**src/rtl/npu_in_loader_pkg.sv**
```systemverilog
// Shared NPU loader constants: FSM state encoding, frame geometry and the
// default DONE timeout.
package npu_in_loader_pkg;

  typedef enum logic [1:0] {
    ST_COLLECT   = 2'd0,
    ST_ISSUE     = 2'd1,
    ST_WAIT_DONE = 2'd2,
    ST_ERROR     = 2'd3
  } state_t;

  localparam int          NPU_FRAME_BYTES = 5;
  localparam logic [15:0] NPU_TIMEOUT_CYC = 16'd1000;

  // Index value of the last byte in a frame (the BIAS byte).
  function automatic logic [2:0] lastIndex(input int frameBytes);
    return 3'(frameBytes - 1);
  endfunction

endpackage

```
**src/rtl/npu_in_loader_if.sv**
```systemverilog
// Host byte stream, NPU core handshake and status bundle of the input loader.
// The slave modport is the loader's view; master is the host/core side.
interface npu_in_loader_if;

  logic        s_valid;
  logic [7:0]  s_data;
  logic        s_ready;
  logic        npu_done;
  logic        clr_err;
  logic [7:0]  da;
  logic [7:0]  db;
  logic [7:0]  dc;
  logic [7:0]  dd;
  logic [7:0]  bias_in;
  logic        start;
  logic        loader_busy;
  logic        timeout;
  logic [15:0] frame_cnt;

  modport slave (
    input  s_valid, s_data, npu_done, clr_err,
    output s_ready, da, db, dc, dd, bias_in, start, loader_busy, timeout, frame_cnt
  );

  modport master (
    output s_valid, s_data, npu_done, clr_err,
    input  s_ready, da, db, dc, dd, bias_in, start, loader_busy, timeout, frame_cnt
  );

endinterface

```
**src/rtl/npu_in_loader_wait_timer.sv**
```systemverilog
// Wait counter for the DONE handshake: counts up from zero while the loader
// sits in WAIT_DONE and flags the cycle on which the timeout would fire.
module npu_wait_timer #(
  parameter logic [15:0] TIMEOUT_CYC = 16'd1000
) (
  input  logic i_clk,
  input  logic i_rst_n,
  input  logic i_run,
  output logic o_expire
);

  logic [15:0] r_cnt;

  // Count while running, otherwise park at zero so every wait starts fresh.
  always_ff @(posedge i_clk or negedge i_rst_n) begin
    if (!i_rst_n) begin
      r_cnt <= 16'd0;
    end else if (i_run) begin
      r_cnt <= r_cnt + 16'd1;
    end else begin
      r_cnt <= 16'd0;
    end
  end

  assign o_expire = i_run && (r_cnt == (TIMEOUT_CYC - 16'd1));

endmodule

```
**src/rtl/npu_in_loader.sv**
```systemverilog
// NPU input loader: collects a five-byte frame (DA, DB, DC, DD, BIAS) from the
// host, pulses START to the core, then waits for DONE with a timeout guard.
module npu_in_loader
  import npu_in_loader_pkg::*;
#(
  parameter logic [15:0] TIMEOUT_CYC = NPU_TIMEOUT_CYC,
  parameter int          FRAME_BYTES = NPU_FRAME_BYTES
) (
  input  logic            i_clkext,
  input  logic            i_rst_glo_n,
  npu_in_loader_if.slave  bus
);

  localparam logic [2:0] LAST_IDX = lastIndex(FRAME_BYTES);

  state_t      r_state;
  logic [2:0]  r_idx;
  logic [7:0]  r_da;
  logic [7:0]  r_db;
  logic [7:0]  r_dc;
  logic [7:0]  r_dd;
  logic [7:0]  r_bias;
  logic        r_start;
  logic        r_ready;
  logic        r_busy;
  logic        r_timeout;
  logic [15:0] r_frame_cnt;

  logic        w_accept;
  logic        w_run;
  logic        w_expire;

  assign w_accept = bus.s_valid && r_ready;
  assign w_run    = (r_state == ST_WAIT_DONE);

  npu_wait_timer #(
    .TIMEOUT_CYC (TIMEOUT_CYC)
  ) u_wait_timer (
    .i_clk    (i_clkext),
    .i_rst_n  (i_rst_glo_n),
    .i_run    (w_run),
    .o_expire (w_expire)
  );

  // Loader FSM; ready/busy/start are registered alongside the state change so
  // no host or core input reaches them combinationally. Operand registers only
  // move on accepted bytes, which keeps them stable through ISSUE and WAIT_DONE.
  always_ff @(posedge i_clkext or negedge i_rst_glo_n) begin
    if (!i_rst_glo_n) begin
      r_state     <= ST_COLLECT;
      r_idx       <= 3'd0;
      r_da        <= 8'h00;
      r_db        <= 8'h00;
      r_dc        <= 8'h00;
      r_dd        <= 8'h00;
      r_bias      <= 8'h00;
      r_start     <= 1'b0;
      r_ready     <= 1'b0;
      r_busy      <= 1'b1;
      r_timeout   <= 1'b0;
      r_frame_cnt <= 16'd0;
    end else begin
      r_start <= 1'b0;
      case (r_state)
        ST_COLLECT: begin
          r_ready <= 1'b1;
          r_busy  <= 1'b0;
          if (w_accept) begin
            case (r_idx)
              3'd0:    r_da   <= bus.s_data;
              3'd1:    r_db   <= bus.s_data;
              3'd2:    r_dc   <= bus.s_data;
              3'd3:    r_dd   <= bus.s_data;
              3'd4:    r_bias <= bus.s_data;
              default: r_idx  <= 3'd0;
            endcase
            if (r_idx == LAST_IDX) begin
              r_idx   <= 3'd0;
              r_state <= ST_ISSUE;
              r_start <= 1'b1;
              r_ready <= 1'b0;
              r_busy  <= 1'b1;
            end else begin
              r_idx <= r_idx + 3'd1;
            end
          end
        end
        ST_ISSUE: begin
          r_state <= ST_WAIT_DONE;
          r_ready <= 1'b0;
          r_busy  <= 1'b1;
        end
        ST_WAIT_DONE: begin
          if (bus.npu_done) begin
            r_state     <= ST_COLLECT;
            r_frame_cnt <= r_frame_cnt + 16'd1;
            r_ready     <= 1'b1;
            r_busy      <= 1'b0;
          end else if (w_expire) begin
            r_state   <= ST_ERROR;
            r_timeout <= 1'b1;
          end
        end
        ST_ERROR: begin
          if (bus.clr_err) begin
            r_state   <= ST_COLLECT;
            r_timeout <= 1'b0;
            r_idx     <= 3'd0;
            r_ready   <= 1'b1;
            r_busy    <= 1'b0;
          end
        end
        default: begin
          r_state <= ST_COLLECT;
        end
      endcase
    end
  end

  assign bus.s_ready     = r_ready;
  assign bus.da          = r_da;
  assign bus.db          = r_db;
  assign bus.dc          = r_dc;
  assign bus.dd          = r_dd;
  assign bus.bias_in     = r_bias;
  assign bus.start       = r_start;
  assign bus.loader_busy = r_busy;
  assign bus.timeout     = r_timeout;
  assign bus.frame_cnt   = r_frame_cnt;

endmodule

```
**src/flat_wrapper.sv**
```systemverilog
// flat-port wrapper written by rule: the top's interface ports become plain ports
module npu_in_loader_flat import npu_in_loader_pkg::*;
#(
  parameter logic [15:0] TIMEOUT_CYC = NPU_TIMEOUT_CYC,
  parameter int          FRAME_BYTES = NPU_FRAME_BYTES
)
  (i_clkext, i_rst_glo_n, bus_s_valid, bus_s_data, bus_npu_done, bus_clr_err, bus_s_ready, bus_da, bus_db, bus_dc, bus_dd, bus_bias_in, bus_start, bus_loader_busy, bus_timeout, bus_frame_cnt);
  npu_in_loader_if bus_i ();
  input  logic i_clkext;
  input  logic i_rst_glo_n;
  input wire logic [$bits(bus_i.s_valid)-1:0] bus_s_valid;
  input wire logic [$bits(bus_i.s_data)-1:0] bus_s_data;
  input wire logic [$bits(bus_i.npu_done)-1:0] bus_npu_done;
  input wire logic [$bits(bus_i.clr_err)-1:0] bus_clr_err;
  output wire logic [$bits(bus_i.s_ready)-1:0] bus_s_ready;
  output wire logic [$bits(bus_i.da)-1:0] bus_da;
  output wire logic [$bits(bus_i.db)-1:0] bus_db;
  output wire logic [$bits(bus_i.dc)-1:0] bus_dc;
  output wire logic [$bits(bus_i.dd)-1:0] bus_dd;
  output wire logic [$bits(bus_i.bias_in)-1:0] bus_bias_in;
  output wire logic [$bits(bus_i.start)-1:0] bus_start;
  output wire logic [$bits(bus_i.loader_busy)-1:0] bus_loader_busy;
  output wire logic [$bits(bus_i.timeout)-1:0] bus_timeout;
  output wire logic [$bits(bus_i.frame_cnt)-1:0] bus_frame_cnt;
  assign bus_i.s_valid = bus_s_valid;
  assign bus_i.s_data = bus_s_data;
  assign bus_i.npu_done = bus_npu_done;
  assign bus_i.clr_err = bus_clr_err;
  assign bus_s_ready = bus_i.s_ready;
  assign bus_da = bus_i.da;
  assign bus_db = bus_i.db;
  assign bus_dc = bus_i.dc;
  assign bus_dd = bus_i.dd;
  assign bus_bias_in = bus_i.bias_in;
  assign bus_start = bus_i.start;
  assign bus_loader_busy = bus_i.loader_busy;
  assign bus_timeout = bus_i.timeout;
  assign bus_frame_cnt = bus_i.frame_cnt;
  npu_in_loader #(.TIMEOUT_CYC(TIMEOUT_CYC), .FRAME_BYTES(FRAME_BYTES)) u_core (.i_clkext(i_clkext), .i_rst_glo_n(i_rst_glo_n), .bus(bus_i));
endmodule
```
**config.mk**
```make
export PLATFORM = sky130hd
export DESIGN_NAME = npu_in_loader_flat
export DESIGN_NICKNAME = d
export VERILOG_FILES = /design/src/rtl/npu_in_loader_pkg.sv /design/src/rtl/npu_in_loader_if.sv /design/src/rtl/npu_in_loader_wait_timer.sv /design/src/rtl/npu_in_loader.sv /design/src/flat_wrapper.sv
export SDC_FILE = /design/constraint.sdc
export NUM_CORES = 1
export LEC_CHECK = 0
export CORE_UTILIZATION = 40
export DETAILED_ROUTE_END_ITERATION = 10
export GPL_TIMING_DRIVEN = 0
export PLACE_DENSITY_LB_ADDON = 0.3
export SLEW_MARGIN = 20
export SYNTH_ARGS = -nofsm -noshare
export SYNTH_HDL_FRONTEND = slang
export SYNTH_SLANG_ARGS = --single-unit
```
**constraint.sdc**
```tcl
create_clock -name i_clkext -period 1.8 [get_ports i_clkext]
set_input_delay 0.45 -clock i_clkext [delete_from_list [all_inputs] [get_ports i_clkext]]
set_output_delay 0.45 -clock i_clkext [all_outputs]
set_load 0.005 [all_outputs]
```
### Yosys cells after proc, flatten, opt, wreduce, memory -nomap -nowiden

Index checks and enable logic that the tools add are counted.

| word-level totals | value |
|---|---|
| register bits | 81 |
| bits of input ports | 13 |
| output and inout port bits | 60 |
| logic and storage cells | 72 |

| operators by class | value |
|---|---|
| add/sub/neg operators | 3 |
| equal/unequal tests | 15 |
| multiplexer cells | 25 |
| reduce and logical (&&, ||, !) cells | 16 |

Operators by type and width:

| kind | number |
|---|---|
| 16-bit by 1-bit adder with 16-bit output (second input constant) | 2 |
| 3-bit AND reduction | 6 |
| 16-bit by 10-bit equality test with 1-bit output (second input constant) | 1 |
| 16-bit 2-to-1 mux | 1 |
| 1-bit 2-to-1 mux | 11 |
| 2-bit 2-to-1 mux | 5 |
| 3-bit 2-to-1 mux | 3 |
| 1-bit case mux with 4 select lines | 2 |
| 2-bit case mux with 4 select lines | 1 |
| 4-bit AND reduction | 2 |
| 3-bit by 2-bit equality test with 1-bit output (second input constant) | 2 |
| 2-bit by 1-bit inequality test with 1-bit output (second input constant) | 3 |
| 2-bit inequality test (second input constant) | 3 |
| 3-bit case mux with 2 select lines | 1 |
| 2-bit equality test (second input constant) | 2 |
| 2-bit AND reduction | 2 |
| 2-bit nonzero test | 2 |
| 3-bit by 1-bit adder with 3-bit output (second input constant) | 1 |
| 3-bit by 1-bit equality test with 1-bit output (second input constant) | 1 |
| 3-bit equality test (second input constant) | 1 |
| 3-bit logical NOT | 1 |
| 3-bit by 2-bit inequality test with 1-bit output (second input constant) | 1 |
| 2-bit by 1-bit equality test with 1-bit output (second input constant) | 1 |
| 1-bit logical AND | 2 |
| 2 further kinds | 2 |

### Depth between registers and ports, before layout

| depth | value |
|---|---|
| word-level depth | 5 |
| mapped depth | 7 |
| depth with buffers taken out | 6 |

### By module

From an unflattened synthesis, not the netlist that was laid out.

| unflattened totals | value |
|---|---|
| cell total of the unflattened synthesis | 278 |
| area, all modules | 3582.2 µm² |

Modules (own cells, without submodules):

| module | instances | cells each | area an instance (µm²) | sequential area each (µm²) |
|---|---|---|---|---|
| npu_in_loader | 1 | 197 | 2723.9 | 1627.8 |
| npu_wait_timer | 1 | 81 | 858.3 | 400.4 |

### Worst setup path before layout

No wires, ideal clock.

| timing | value |
|---|---|
| path kind | reg2reg |
| start | register u_core.r_state[0] |
| end | register u_core.r_bias[0], in the netlist u_core.bus.bias_in[0] |
| setup time | 0.125 ns |
| arrival | 1.563 ns |
| data required time | 1.675 ns |
| path slack | 0.112 ns |
| cell stages (with the launch flop) | 7 |
| path buffers | 3 |
| period minus slack after synthesis | 1.688 ns |
| path through | dfrtp_1 buf_2 nor4bb_1 buf_2 nor2b_1 buf_4 mux2_2 |

| on the way | value |
|---|---|
| word-level cells in the longest chain between the ends | 2 |

RTL lines:

| what | RTL line | text |
|---|---|---|
| from (decl) | npu_in_loader.sv:16 | `state_t r_state;` |
| from (signal assigned) | npu_in_loader.sv:50 | `r_state <= ST_COLLECT;` |
| from (signal assigned) | npu_in_loader.sv:79 | `r_state <= ST_ISSUE;` |
| from (signal assigned) | npu_in_loader.sv:89 | `r_state <= ST_WAIT_DONE;` |
| 2-bit logical NOT | npu_in_loader.sv:64 | `case (r_state)` |
| 3-bit AND reduction (no line) | n/a |  |
| to (signal assigned) | npu_in_loader.sv:74 | `3'd4: r_bias <= bus.s_data;` |
| to (decl) | npu_in_loader.sv:22 | `logic [7:0] r_bias;` |

Every way passes these cells.
A chain may end at the register's enable or synchronous reset.

### Worst setup path in the final report

| timing | value |
|---|---|
| start | input bus_s_valid |
| end | register u_core.r_dc[1], in the netlist u_core.bus.dc[1] |

| on the way | value |
|---|---|
| word-level cells in the longest chain between the ends | 2 |

RTL lines:

| what | RTL line | text |
|---|---|---|
| from (decl) | flat_wrapper.sv:11 | `input wire logic [$bits(bus_i.s_valid)-1:0] bus_s_valid;` |
| 1-bit logical AND | npu_in_loader.sv:33 | `assign w_accept = bus.s_valid && r_ready;` |
| 3-bit AND reduction (no line) | n/a |  |
| to (signal assigned) | npu_in_loader.sv:72 | `3'd2: r_dc <= bus.s_data;` |
| to (decl) | npu_in_loader.sv:20 | `logic [7:0] r_dc;` |

Every way passes these cells.

==> results.yml <==
cells_and_area:
  drive_above_1_share_pct: 23.9
  diodes: 0
  fin_cells: 482
  synthToLayoutAreaGrowth_pct: 34.7
  fin_util_pct: 56.2
  nNetsFinal: 392
drt:
  drc: 0
  detail_route.first_pass.iterations: 4
  routed_wl_um: 7130
  drt-wirelength-per-cell_um: 14.8
  ant_nets: 0
  vias: 2417
  first_iter_violations: 106
  avgViaCountPerCell: 5.01
outcome:
  violations: "negative setup slack"
  status: "finished, violations left"
cts:
  cts_tree: "done"
  path_clk_slew_ns: 0.08
  ctsHoldBuffers: 0
  cts.sink_count: 81
  clock_path_buffers: 2
  cts-buffers-inserted: 9
  clockRootBuffer: "clkbuf_8"
  clock_latency_ns: 0.34
  cts_max_level: 3
synth:
  synth_area_um2: 3460
  synth_edf_count: 0
  ys_types: 38
  synthFlopType: "dfrtp_1"
  netlist.area_leader.share_pct: 57.9
  synth.yosys.seq_area_share_pct: 58.6
  syn_inst: 282
  synth-seq-cells: 81
  yosysWarningCount: 0
  synth.area.top_cells: "dfrtp_1 58%, mux2_2 13%, xnor2_1 4.1%, ha_1 2.5%, xor2_1 2.5%"
  ys_async_sr_fraction_pct: 100
  syn-num-nets: 302
  synth.most_common_cell: "dfrtp_1"
  synth_common_cells: "80 x dfrtp_1, 41 x mux2_2, 22 x nand2_1"
  synth_largest_area_cell: "dfrtp_1"
  synth.avg_cell_area_um2: 12.3
worst_setup_path:
  rr_worst_depth: 5
  reg2reg_from: "u_core.r_state[0]"
  critPathMaxFanout: 8
  end_kind: "flop"
  endpoint: "u_core.bus.dc[1]"
  critPathKind: "input port to flop"
  r2r_slack_ns: 0.02
  startpoint: "bus_s_valid"
  critical_path_arrival_ns: 2.06
  timing.rr.end: "u_core.bus.dc[1]"
  worstPathRequired_ns: 2.03
  startpoint_type: "input port"
floorplanning:
  start_util_pct: 41.7
  std_cell_rows: 33
  die_w_um: 95
  design.core.area_um2: 8300
  die-area_um2: 9030
  io_pins: 73
  die_height_um: 95
run:
  max-cap-violations: 0
timing:
  slew_headroom_pct: 64.6
  rsz0062_at_grt: "yes"
  skew_ns: 0.00875
  hold_viol: 0
  fmax_mhz: 546
  period_share_pct: 102
  fin_ws_ns: -0.0312
  drv_slew: 0
  setup_viol_count_final: 13
  post-route-min-period_ns: 1.83
  worst_pin_slew_ns: 0.531
global_route:
  grt_max_degree: 42
  grt_pass1_vias: 2305
  grt_first_pass_wirelength_um: 11600
  antenna_found_initial: 0
  grt_util_all_layers_pct: 17.2
  grt.overflow.total: 0
power:
  power.density_nw_per_um2: 1350
  ir_drop_uv: 683
  p_leak_nw: 2.06
placed_design:
  dp.cells: 460
  place.gp.congestion: 0.745
  dp_hpwl_um: 4900
  portBuffers: 72
min_path:
  hold_path_class: "input port to asynchronous set/reset pin"
-- cells by family (layout without fill, tap and decap cells) --
logic type / Yosys count / after routing / synth area share, %
AOI/OAI and AO/OA: 14 / 14 / 2.46
xor gates and xnor gates: 26 / 26 / 6.58
adders and majority gates: 7 / 7 / 2.53
buffers and inverters: 17 / 112 / 2.10
DFF: 81 / 81 / 58.6
muxes: 42 / 42 / 13.6
and+or+nand+nor: 95 / 95 / 14.1
-- state kept, by name, indices dropped and copies added, names as in the netlist, 2 cells and up --
signal / flops
u_core.bus.bias_in: 8
u_core.bus.da: 8
u_core.bus.db: 8
u_core.bus.dc: 8
u_core.bus.dd: 8
u_core.bus.frame_cnt: 16
u_core.r_idx: 3
u_core.r_state: 2
u_core.u_wait_timer.r_cnt: 16
-- how the worst min path moves through the flow --
stage,start,end,slack (ns),depth (start not counted)
2_1_floorplan,i_rst_glo_n,u_core.bus.bias_in[0],0.15,0
3_3_place_gp,u_core.bus.frame_cnt[15],u_core.bus.frame_cnt[15],0.46,1
3_5_place_dp,i_rst_glo_n,u_core.bus.dd[2],0.47,1
4_1_cts,i_rst_glo_n,u_core.bus.dd[2],0.09,1
5_1_grt,i_rst_glo_n,u_core.bus.dd[2],0.10,1
6_report,i_rst_glo_n,u_core.bus.dd[2],0.08,1
-- power by group --
group | total, mW | switching, mW | internal (mW) | leakage (nW)
sequential | 2.69 | 0.329 | 2.36 | 1.05
clock | 1.38 | 0.629 | 0.752 | 0.105
combinational | 2.21 | 0.800 | 1.41 | 0.906
total | 6.28 | 1.76 | 4.52 | 2.06
-- cells in the final DEF, fill, tap and decap left out, drive strengths merged, types with 10 or more instances in the layout --
cell,netlist,layout
xor2,10,10
inv,10,10
nor3,12,12
xnor2,16,16
clkdlybuf4s50,0,69
nand3,12,12
dfrtp,80,80
mux2,41,41
nor2,19,19
buf,5,13
clkbuf,2,14
nand2,25,25
-- timing repair --
item,4_1_cts,5_1_grt
setup buffers,3,3
cloned,0,1
pin swaps,1,2
endpoints found under the setup margin,28,33
gates resized for setup,5,18
-- through the flow --
stage | setup WS, ns | setup TNS, ns | area, um^2 | hold WS, ns | power (mW)
global placement | -2.56 | -223.64 | 4310 | 0.457 | 4.79
finish | -0.0312 | -0.140 | 4660 | 0.0797 | 6.28
floorplan | 0.112 | 0 | 3460 | 0.154 | 3.61
detailed placement | -0.471 | -18.39 | 4330 | 0.469 | 4.87
global route | -0.0547 | -1.03 | 4660 | 0.100 | 6.68
CTS | 0.00920 | 0 | 4580 | 0.0856 | 6.29
-- per-layer routing --
layer | track usage (%) | wire length (um)
met1 | 22.4 | 3210
met2 | 27.8 | 3600
met3 | 4.99 | 248
met4 | 4.67 | 73
met5 | 0 | 0
-- area by class of cell --
class / instances / area (um^2)
Fill cell: 681 / 3640
Sequential cell: 81 / 2030
Multi-Input combinational cell: 184 / 1410
Timing Repair Buffer: 80 / 796
Clock buffer: 12 / 165
Tap cell: 105 / 131
Clock inverter: 4 / 50.0
Inverter: 10 / 37.5
Buffer: 6 / 33.8
-- critical path, stage by stage --
cell and delay [ns]:
clkdlybuf4s50_1 0.48, nor4bb_1 0.23, buf_2 0.19, and2_2 0.25
nand2_4 0.15, mux2_2 0.31
Note: power is estimated with default switching activity, not from simulation.
